### src/rtl/tappy_pkg.sv
// Shared types and constants for the tappy_rx PS/2-style serial receiver.
package tappy_pkg;

    typedef enum logic [2:0] {
        ST_IDLE   = 3'd0,
        ST_START  = 3'd1,
        ST_DATA   = 3'd2,
        ST_PARITY = 3'd3,
        ST_STOP   = 3'd4
    } state_t;

    localparam int   FRAME_DATA_BITS = 8;
    localparam logic START_LEVEL     = 1'b0;
    localparam logic STOP_LEVEL      = 1'b1;

    // Odd parity: data plus parity bit must hold an odd number of ones.
    function automatic logic odd_parity_ok(input logic [FRAME_DATA_BITS-1:0] data,
                                           input logic par);
        return ^{data, par};
    endfunction

endpackage

### src/rtl/tappy_sync.sv
// Multi-stage input synchronizer with a falling-edge detector on the synchronized level.
module tappy_sync #(
    parameter int STAGES = 2
) (
    input  logic sysclk,
    input  logic reset,
    input  logic din,
    output logic level,
    output logic fall
);

    // Fewer than two stages would not resolve metastability, so clamp.
    localparam int N = (STAGES < 2) ? 2 : STAGES;

    logic [N-1:0] sync_r;
    logic         prev_r;

    // Shift chain and edge-history flop; reset high to match the idle line.
    always_ff @(posedge sysclk or negedge reset) begin
        if (!reset) begin
            sync_r <= '1;
            prev_r <= 1'b1;
        end else begin
            sync_r <= {sync_r[N-2:0], din};
            prev_r <= sync_r[N-1];
        end
    end

    assign level = sync_r[N-1];
    assign fall  = prev_r & ~sync_r[N-1];

endmodule

### src/rtl/tappy_rx.sv
// Top of the PS/2-style receiver: synchronizes clk/dat, runs the frame FSM and publishes bytes.
module tappy_rx
    import tappy_pkg::*;
#(
    parameter int TIMEOUT_CYCLES = 32,
    parameter int SYNC_STAGES    = 2
) (
    input  logic                       sysclk,
    input  logic                       reset,
    input  logic                       clk,
    input  logic                       dat,
    input  logic                       inhibit,
    output logic [FRAME_DATA_BITS-1:0] word,
    output logic                       done
);

    localparam int CW = $clog2(FRAME_DATA_BITS);
    localparam int TW = $clog2(TIMEOUT_CYCLES + 1);

    logic clk_level_s;
    logic clk_fall_s;
    logic dat_level_s;
    logic dat_fall_s;
    logic unused_s;

    state_t                     state_r,  state_nxt_s;
    logic [CW-1:0]              count_r,  count_nxt_s;
    logic [FRAME_DATA_BITS-1:0] shift_r,  shift_nxt_s;
    logic                       parity_r, parity_nxt_s;
    logic [TW-1:0]              timer_r,  timer_nxt_s;
    logic [FRAME_DATA_BITS-1:0] word_r,   word_nxt_s;
    logic                       done_r,   done_nxt_s;

    tappy_sync #(.STAGES(SYNC_STAGES)) u_clk_sync (
        .sysclk (sysclk),
        .reset  (reset),
        .din    (clk),
        .level  (clk_level_s),
        .fall   (clk_fall_s)
    );

    tappy_sync #(.STAGES(SYNC_STAGES)) u_dat_sync (
        .sysclk (sysclk),
        .reset  (reset),
        .din    (dat),
        .level  (dat_level_s),
        .fall   (dat_fall_s)
    );

    // Only the clk edge and the dat level are consumed.
    assign unused_s = clk_level_s ^ dat_fall_s;

    // State and datapath registers.
    always_ff @(posedge sysclk or negedge reset) begin
        if (!reset) begin
            state_r  <= ST_IDLE;
            count_r  <= '0;
            shift_r  <= '0;
            parity_r <= 1'b0;
            timer_r  <= '0;
            word_r   <= '0;
            done_r   <= 1'b0;
        end else begin
            state_r  <= state_nxt_s;
            count_r  <= count_nxt_s;
            shift_r  <= shift_nxt_s;
            parity_r <= parity_nxt_s;
            timer_r  <= timer_nxt_s;
            word_r   <= word_nxt_s;
            done_r   <= done_nxt_s;
        end
    end

    // Next-state logic: inhibit beats a sample, and a sample beats the timeout.
    always_comb begin
        state_nxt_s  = state_r;
        count_nxt_s  = count_r;
        shift_nxt_s  = shift_r;
        parity_nxt_s = parity_r;
        timer_nxt_s  = timer_r;
        word_nxt_s   = word_r;
        done_nxt_s   = 1'b0;

        if (inhibit) begin
            state_nxt_s  = ST_IDLE;
            count_nxt_s  = '0;
            shift_nxt_s  = '0;
            parity_nxt_s = 1'b0;
            timer_nxt_s  = '0;
        end else if (clk_fall_s) begin
            timer_nxt_s = '0;
            case (state_r)
                ST_IDLE: begin
                    if (dat_level_s == START_LEVEL) begin
                        state_nxt_s = ST_DATA;
                        count_nxt_s = '0;
                        shift_nxt_s = '0;
                    end else begin
                        state_nxt_s = ST_IDLE;
                    end
                end
                ST_DATA: begin
                    shift_nxt_s[count_r] = dat_level_s;
                    count_nxt_s          = count_r + CW'(1);
                    if (count_r == CW'(FRAME_DATA_BITS - 1)) begin
                        state_nxt_s = ST_PARITY;
                    end else begin
                        state_nxt_s = ST_DATA;
                    end
                end
                ST_PARITY: begin
                    parity_nxt_s = dat_level_s;
                    state_nxt_s  = ST_STOP;
                end
                ST_STOP: begin
                    if ((dat_level_s == STOP_LEVEL) && odd_parity_ok(shift_r, parity_r)) begin
                        word_nxt_s = shift_r;
                        done_nxt_s = 1'b1;
                    end else begin
                        word_nxt_s = word_r;
                    end
                    state_nxt_s = ST_IDLE;
                    count_nxt_s = '0;
                end
                default: begin
                    state_nxt_s = ST_IDLE;
                    count_nxt_s = '0;
                end
            endcase
        end else if (state_r != ST_IDLE) begin
            if ((timer_r + TW'(1)) == TW'(TIMEOUT_CYCLES)) begin
                state_nxt_s = ST_IDLE;
                count_nxt_s = '0;
                shift_nxt_s = '0;
                timer_nxt_s = '0;
            end else begin
                timer_nxt_s = timer_r + TW'(1);
            end
        end else begin
            timer_nxt_s = '0;
        end
    end

    assign word = word_r;
    assign done = done_r;

endmodule

### config.mk
export PLATFORM = sky130hd
export DESIGN_NAME = tappy_rx
export DESIGN_NICKNAME = d
export VERILOG_FILES = /design/src/rtl/tappy_pkg.sv /design/src/rtl/tappy_sync.sv /design/src/rtl/tappy_rx.sv
export SDC_FILE = /design/constraint.sdc
export NUM_CORES = 1
export LEC_CHECK = 0
export BUFFER_PORTS_ARGS = -buffer_cell sky130_fd_sc_hd__buf_2
export CORE_MARGIN = 3
export CORE_UTILIZATION = 25
export CTS_CLUSTER_SIZE = 14
export DETAILED_ROUTE_END_ITERATION = 8
export MAX_ROUTING_LAYER = met4
export PLACE_DENSITY = 0.44
export RECOVER_POWER = 25
export SETUP_SLACK_MARGIN = 0.4
export SLEW_MARGIN = 20
export SYNTH_ARGS = -nofsm -noshare
export SYNTH_HDL_FRONTEND = slang
export SYNTH_SLANG_ARGS = --single-unit
### constraint.sdc
create_clock -name sysclk -period 2.4 [get_ports sysclk]
set_input_delay 0 -clock sysclk [delete_from_list [all_inputs] [get_ports sysclk]]
set_output_delay 0 -clock sysclk [all_outputs]
set_load 0.01 [all_outputs]
==> impl_results.md, run 1 <==
- Power Total: 1.07 mW
- Total track usage: 10.8%
- CTS buffer count: 5
- Crit path required time: 2.58 ns
- Die width: 88.0 um
- Startpoint class of the critical path: register
- Initial cell density of the core: 26.1%
- DP HPWL: 2450 um
- Syn Nets: 165
- DR pass1 iterations: 4
- First-pass GRT wire length: 6110 um
- Post-synth ARST share: 100%
- Non-filler cells, final: 258
- Synth top area share: 44.7%
- TNS Setup: 0 ns
- Layout Skew: 0.00690 ns
- Register area share after synthesis: 52.5%
- Setup violators final: 0
- Area Overhead vs Synth: 20.0%
- Most frequent CP cell: xnor2_2
- Standard-cell rows: 29
- Port Buf Inserts: 13
- Worst skew pair latency: 0.29 ns
- Vias/cell: 4.77
- Unrepaired setup endpoints after global routing: no
- Pre-CTS WS: 0.306 ns
- Period utilization: 79.8%
- Total of max-cap violations: 0
- Fin crit period: 1.92 ns
- Slowest cell on crit path: dfrtp_1
- H-Tree Depth: 2
- CTS Buffer Depth: 2
- HP Class: in -> reg
- Clk slew on worst S/H paths: 0.07 ns
- Post-synthesis adder-cell area fraction: 2.24%
- Nets: 188
- Largest family of logic cells by synthesized area: simple AND/OR/NAND/NOR gates
- Synth area leader: dfrtp_1
- CTS tree: yes
- Peak supply drop: 0.281 mV
- Die area: 7740 um2
- Synth Area in XOR/XNOR: 5.66%
- Synth area leaders: dfrtp_1 (45%), dfstp_2 (7.8%), mux2_2 (4.7%)
- Placed cell count: 243
- Slowest stage delay, CP: 0.45 ns
- CP Capture Type: register
- Most used DFF post-synth: dfrtp_1
- Gr ovfl total: 0
- Post-Synthesis Cells: 157
- Power Density: 533 nW/um2
- Synth Cell Area: 1680 um2
- Die H: 88.0 um
- Most common cell in the synthesized netlist: dfrtp_1
- Synth unique cells: 37
- Synth Area in Simple Gates: 16.7%
- Vias in the first global route: 1,169
- GPL Wtd Cong: 0.852
- Clock sinks: 35
- Vias: 1,231
- Worst setup path category: reg -> reg
- Mux share of post-synthesis cell area: 6.71%
- Routed WL: 3610 um
- Worst Setup SP: shift_r[5]
- Hold Vio Cnt, Final: 0
- Status: completed
- Drc violations: 0
- Launching point of the worst reg2reg path: shift_r[5]
- Worst Path Arrival: 2.09 ns
- Min-delay src: inhibit
- LEAKAGE: 0.826 nW
- I/O pin cnt: 14
- Synth Area in Compound Gates: 12.1%
- Flops & latches, synth: 35
- Fillers: 651
- Commonest cells post-synth: dfrtp_1 (30), inv_1 (12), nand3_1 (9)
- Final Max Tran Viols: 0
- Share of layout cells above drive strength 1: 20.4%
- CTS Root Cell: clkbuf_8
- Largest net degree at the start of global routing: 36
- Achievable frequency: 522 MHz
- WL/cell: 14.0 um
- Core ar.: 6420 um2
- DR iter-0 viols: 73
- Crit path cell chain: xnor2_2, xnor2_2, xnor2_2, mux2i_4, buf_12, mux2_2
- Initial antenna violation count: 0
- Final worst slack: 0.485 ns
- Worst hold slack: 0.0246 ns
- Worst-margin pin slew: 0.797 ns
- Ant diodes: 0
- Syn_area_per_cell: 10.7 um2
- Yosys Warn Count: 0
- Max-Slew Margin vs Limit: 46.9%
- CP Max Fanout: 8
- Post-synth EDFFs: 0
- ANT nets after route: 0
==> timing repair <==
action	in CTS	in global routing
resized for setup	1	4
hold buffers	3	0
hold endpoints to repair	32	0
setup buffers	1	3
pin swaps	0	4
endpoints found under the setup margin	7	7
==> stage by stage <==
step / utilization, % / instance area [um2]
detailed placement: 28.5 / 1830
floorplan: - / 1680
global placement: 28.5 / 1830
finish: 31.4 / 2020
CTS: 30.7 / 1970
global route: 31.4 / 2020
==> power by group <==
group	internal (mW)	total (mW)	switching, mW
Combinational	0.0169	0.0505	0.0337
Sequential	0.599	0.605	0.00637
Clock	0.199	0.418	0.220
==> worst paths after layout <==
| kind | to | slack, ns | cells after the start |
|---|---|---|---|
| setup reg to reg | word[6] | 0.48 | 6 |
| min in group asynchronous | word[5] | 0.33 | 2 |
| hold reg to reg | u_dat_sync.sync_r[1] | 0.36 | 0 |
| hold / removal | parity_r | 0.02 | 2 |
| setup / recovery | word[6] | 0.48 | 6 |
| max in group asynchronous | count_r[1] | 1.56 | 2 |
==> final cells by class <==
type	count	area, um2	area share, %
Sequential cell	35	882	43.8
Inverter	12	45.0	2.23
Timing Repair Buffer	22	141	7.01
Tap cell	77	96.3	4.78
Multi-Input combinational cell	104	767	38.1
Clock buffer	5	68.8	3.41
Clock inverter	3	15.0	0.745
==> layout by cell type, fill, tap and decap left out, types with 3 or more instances in the layout <==
| master | n |
|---|---|
| xnor2_1 | 4 |
| nand2_1 | 8 |
| clkinv_2 | 3 |
| clkbuf_8 | 5 |
| o21ai_0 | 8 |
| a21oi_1 | 8 |
| inv_1 | 12 |
| dlygate4sd3_1 | 3 |
| dfstp_2 | 4 |
| nand3_1 | 9 |
| nor3_1 | 7 |
| mux2_2 | 7 |
| o221ai_1 | 3 |
| or3_1 | 3 |
| xnor2_2 | 4 |
| buf_4 | 5 |
| nand2b_1 | 4 |
| ha_1 | 3 |
| nand3b_1 | 4 |
| a22o_1 | 3 |
| nor2_1 | 7 |
| dfrtp_1 | 30 |
| buf_2 | 4 |
| clkbuf_1 | 9 |
==> sequential cells by signal, summed over array words and instances (netlist names) <==
signal	count
done	1
count_r	3
u_clk_sync.sync_r	2
word	8
timer_r	6
state_r	3
u_dat_sync.sync_r	2
parity_r	1
u_clk_sync.prev_r	1
shift_r	8
==> logic make-up (layout without fill, tap and decap cells) <==
| group | Yosys count | after routing |
|---|---|---|
| AO/OA/AOI/OAI | 31 | 31 |
| XOR/XNOR | 10 | 10 |
| adder cells (fa/ha/maj) | 3 | 3 |
| buffers and inverters | 18 | 42 |
| flip-flops | 35 | 35 |
| multiplexers | 9 | 9 |
| AND/OR/NAND/NOR | 51 | 51 |
==> critical path, delay by kind of cell (launching register included) <==
kind                      cells  cell delay, ns
xor gates and xnor gates      3            0.59
buffers and inverters         1            0.14
DFF                           1            0.45
muxes                         2            0.61
==> per-layer routing <==
layer / global-route usage, % / vias to the layer above / wire (um)
met3: 3.29 / 6 / 117
met5: - / - / 0
met1: 14.5 / 603 / 1800
met2: 14.6 / 23 / 1610
li1: - / 599 / -
met4: 5.44 / 0 / 88
Power figures use the tool's default switching activity.
==> run 2: changes to the inputs <==
--- a/config.mk
+++ b/config.mk
@@ -5,6 +5,7 @@
 export SDC_FILE = /design/constraint.sdc
 export NUM_CORES = 1
 export LEC_CHECK = 0
+export ABC_AREA = 1
 export BUFFER_PORTS_ARGS = -buffer_cell sky130_fd_sc_hd__buf_2
 export CORE_MARGIN = 3
 export CORE_UTILIZATION = 25
==> constraint.sdc (replaced) <==
create_clock -name sysclk -period 1.9 [get_ports sysclk]
set_input_delay 0 -clock sysclk [delete_from_list [all_inputs] [get_ports sysclk]]
set_output_delay 0 -clock sysclk [all_outputs]
set_load 0.01 [all_outputs]
==> run 2 against run 1 <==
  * Non-clock buffer count rose by 9
  * Wire length grew 11%
  * Die area increased by 7.8%
  * Total power rose by 45%
  * Sequential power increased by 26%
  * Cell count grew 35%
  * Sequential share of layout area down 6.8 points
  * Fmax up 24%
  * Core utilization grew 3.1 points
  * Critical endpoint is now timer_r[0]
  * Largest cell class is now multi-input gates
  * Largest power group unchanged
==> impl_results.md, run 2 <==
- Post-layout util: 34.5% (+3.1 points)
- Largest net degree at the start of global routing: 36 (unchanged)
- CTS tree: yes
- Ant diodes: 0 (unchanged)
- CTS Root Cell: clkbuf_8
- Share of layout cells above drive strength 1: 32.5% (+12 points)
- Worst setup path category: reg -> reg
- Die H: 91.3 um (+3.8%)
- Slowest stage delay, CP: 0.59 ns (+0.14 ns)
- I/O pin cnt: 14 (unchanged)
- Port Buf Inserts: 13 (unchanged)
- Syn_area_per_cell: 8.58 um2 (-20%)
- Register area share after synthesis: 48.5% (-4.0 points)
- Routed WL: 4010 um (+11%)
- CP Capture Type: register
- H-Tree Depth: 2 (unchanged)
- Yosys Warn Count: 0 (unchanged)
- Post-synth ARST share: 100% (unchanged)
- Total track usage: 10.8% (+0.011 points)
- Most frequent cells in the layout: nand2_1 (50), dfrtp_1 (30), nand3_1 (19)
- Nets: 259 (+38%)
- DP HPWL: 2650 um (+8.4%)
- Synth area leader: dfrtp_1
- Placed cell count: 321 (+32%)
- Achievable frequency: 646 MHz (+24%)
- Synth Cell Area: 1820 um2 (+8.3%)
- Die width: 91.3 um (+3.8%)
- CTS Buffer Depth: 2 (unchanged)
- Hold Vio Cnt, Final: 0 (unchanged)
- Syn Nets: 220 (+33%)
- Worst R2R Setup Slack: 0.35 ns (-0.13 ns)
- Synth area leaders: dfrtp_1 (41%), nand2_1 (13%), dfstp_2 (7.2%)
- Gr ovfl total: 0 (unchanged)
- GRT met2 Usage: 16.9% (+2.3 points)
- Setup violators final: 0 (unchanged)
- WL/cell: 11.5 um (-18%)
- Standard-cell rows: 30 (+3.4%)
- Period utilization: 81.5% (+1.7 points)
- First-pass GRT wire length: 6990 um (+14%)
- LEAKAGE: 1.16 nW (+41%)
- DR pass1 iterations: 4 (unchanged)
- TNS Setup: 0 ns (unchanged)
- Clk slew on worst S/H paths: 0.08 ns (about the same)
- Worst-margin pin slew: 0.886 ns (+0.0894 ns)
- Unrepaired setup endpoints after global routing: yes
- Vias/cell: 4.18 (-12%)
- CP Max Fanout: 5 (-3)
- ANT nets after route: 0 (unchanged)
- Worst Setup SP: u_clk_sync.sync_r[1]
- Post-synth EDFFs: 0 (unchanged)
- Max-Slew Margin vs Limit: 40.9% (-6.0 points)
- Power Density: 655 nW/um2 (+23%)
- Most used DFF post-synth: dfrtp_1
- Vias in the first global route: 1,472 (+26%)
- Commonest cells post-synth: nand2_1 (65), dfrtp_1 (30), nand3_1 (23), inv_1 (13), nor3_1 (11)
- Synth top area share: 41.3% (-3.4 points)
- Crit path cell chain: nor2_4, nor2_1, nand2_1, inv_1, nand2_1, nor2_1
- Initial cell density of the core: 26.3% (+0.20 points)
- Drc violations: 0 (unchanged)
- Final Max Tran Viols: 0 (unchanged)
- GPL Wtd Cong: 0.758 (-11%)
- Flops & latches, synth: 35 (unchanged)
- Die area: 8340 um2 (+7.8%)
- Worst skew pair latency: 0.29 ns (about the same)
- GRT Max-Usage Layer: met2
- Synth unique cells: 25 (-32%)
- Fillers: 743 (+14%)
- Vias: 1,455 (+18%)
- Launching point of the worst reg2reg path: u_clk_sync.sync_r[1]
- Worst Path Arrival: 1.77 ns (-0.32 ns)
- CTS buffer count: 5 (unchanged)
- Crit path required time: 2.12 ns (-0.46 ns)
- Initial antenna violation count: 0 (unchanged)
- Core ar.: 6910 um2 (+7.5%)
- GR Layer Usage met1: 13.6% (-0.97 points)
- Min-delay src: clk
- Status: completed
- Post-Synthesis Cells: 212 (+35%)
- Total of max-cap violations: 0 (unchanged)
- Most common cell in the synthesized netlist: nand2_1
- Buf/Inv on CP: 1 (unchanged)
- Most common cell after layout, fill and taps aside: nand2_1
- Slowest cell on crit path: dfstp_1
- Area Overhead vs Synth: 31.1%
- Delay-heaviest family, CP: simple AND/OR/NAND/NOR gates
- Fin crit period: 1.55 ns (-0.366 ns)
- Peak supply drop: 0.392 mV (+39%)
- Layout Skew: 0.00916 ns (+0.00226 ns)
- Non-filler cells, final: 348 (+35%)
- HP Class: in -> reg
- GRT met3 Usage: 2.90% (-0.39 points)
- Startpoint class of the critical path: register
- Clock sinks: 35 (unchanged)
- DR iter-0 viols: 67 (-8.2%)
==> run 2: cell count changes after synthesis, moves of 5 or more <==
| cell | change |
|---|---|
| o21ai_0 | -7 |
| or2_0 | +7 |
| clkbuf_1 | -5 |
| nor2_4 | +5 |
| inv_2 | +8 |
| nand3_1 | +14 |
| nand2b_1 | -5 |
| mux2_2 | -7 |
| nand3_2 | +5 |
| nand2_1 | +57 |
==> run 2: cell families (layout without fill, tap and decap cells) <==
group	Yosys count	after routing	synth area share, %
xor gates and xnor gates	8	8	3.85
adders and majority gates	3	3	2.06
buffers and inverters	22	60	4.95
AOI/OAI and AO/OA	10	10	2.96
DFF	35	35	48.5
and+or+nand+nor	134	136	37.7
==> run 2: power by group <==
group	leakage, nW	internal (mW)	switching (mW)
sequential	0.471	0.756	0.00643
clock	0.0612	0.425	0.280
combinational	0.631	0.0344	0.0589
total	1.16	1.22	0.346
==> run 2: cell type report <==
class	count	area [um2]	share of cell area [%]
Tap cell	96	120	5.04
Timing Repair Buffer	31	203	8.50
Sequential cell	35	882	37.0
Clock buffer	6	82.6	3.46
Inverter	21	78.8	3.31
Multi-Input combinational cell	157	983	41.2
Clock inverter	2	35.0	1.47
==> run 2: layer usage <==
metal | share of wire (%) | wire (um) | vias up
met2 | 48 | 1910 | 13
li1 | - | - | 767
met4 | 1.0 | 41 | 0
met5 | 0 | 0 | -
met3 | 2.6 | 105 | 4
met1 | 49 | 1950 | 671
==> run 2: path summary, 6_finish.rpt <==
kind | end | cells past startpoint
setup / recovery | timer_r[0] | 6
hold / removal | u_clk_sync.sync_r[0] | 2
setup reg to reg | timer_r[0] | 6
hold reg to reg | u_dat_sync.sync_r[1] | 0
max in group asynchronous | timer_r[2] | 2
min in group asynchronous | word[6] | 2
==> run 2: repair_timing <==
action,CTS,global route
hold buffers,4,0
pin swaps,7,5
endpoints found under the setup margin,23,28
buffers inserted,9,4
gates cloned,2,0
resized for setup,9,23
endpoints found under the hold margin,33,0
==> run 2: per-stage QoR <==
| stage | total power [mW] | instance area (um2) | worst slack (ns) | hold slack [ns] |
|---|---|---|---|---|
| after floorplan | 0.820 | 1820 | 0.429 | -0.296 |
| after global placement | 0.847 | 2000 | 0.168 | 0.106 |
| after detailed placement | 0.848 | 2000 | 0.142 | 0.108 |
| after CTS | 1.59 | 2290 | 0.346 | 0.337 |
| after global routing | 1.63 | 2380 | 0.214 | 0.341 |
| final | 1.56 | 2380 | 0.351 | 0.350 |
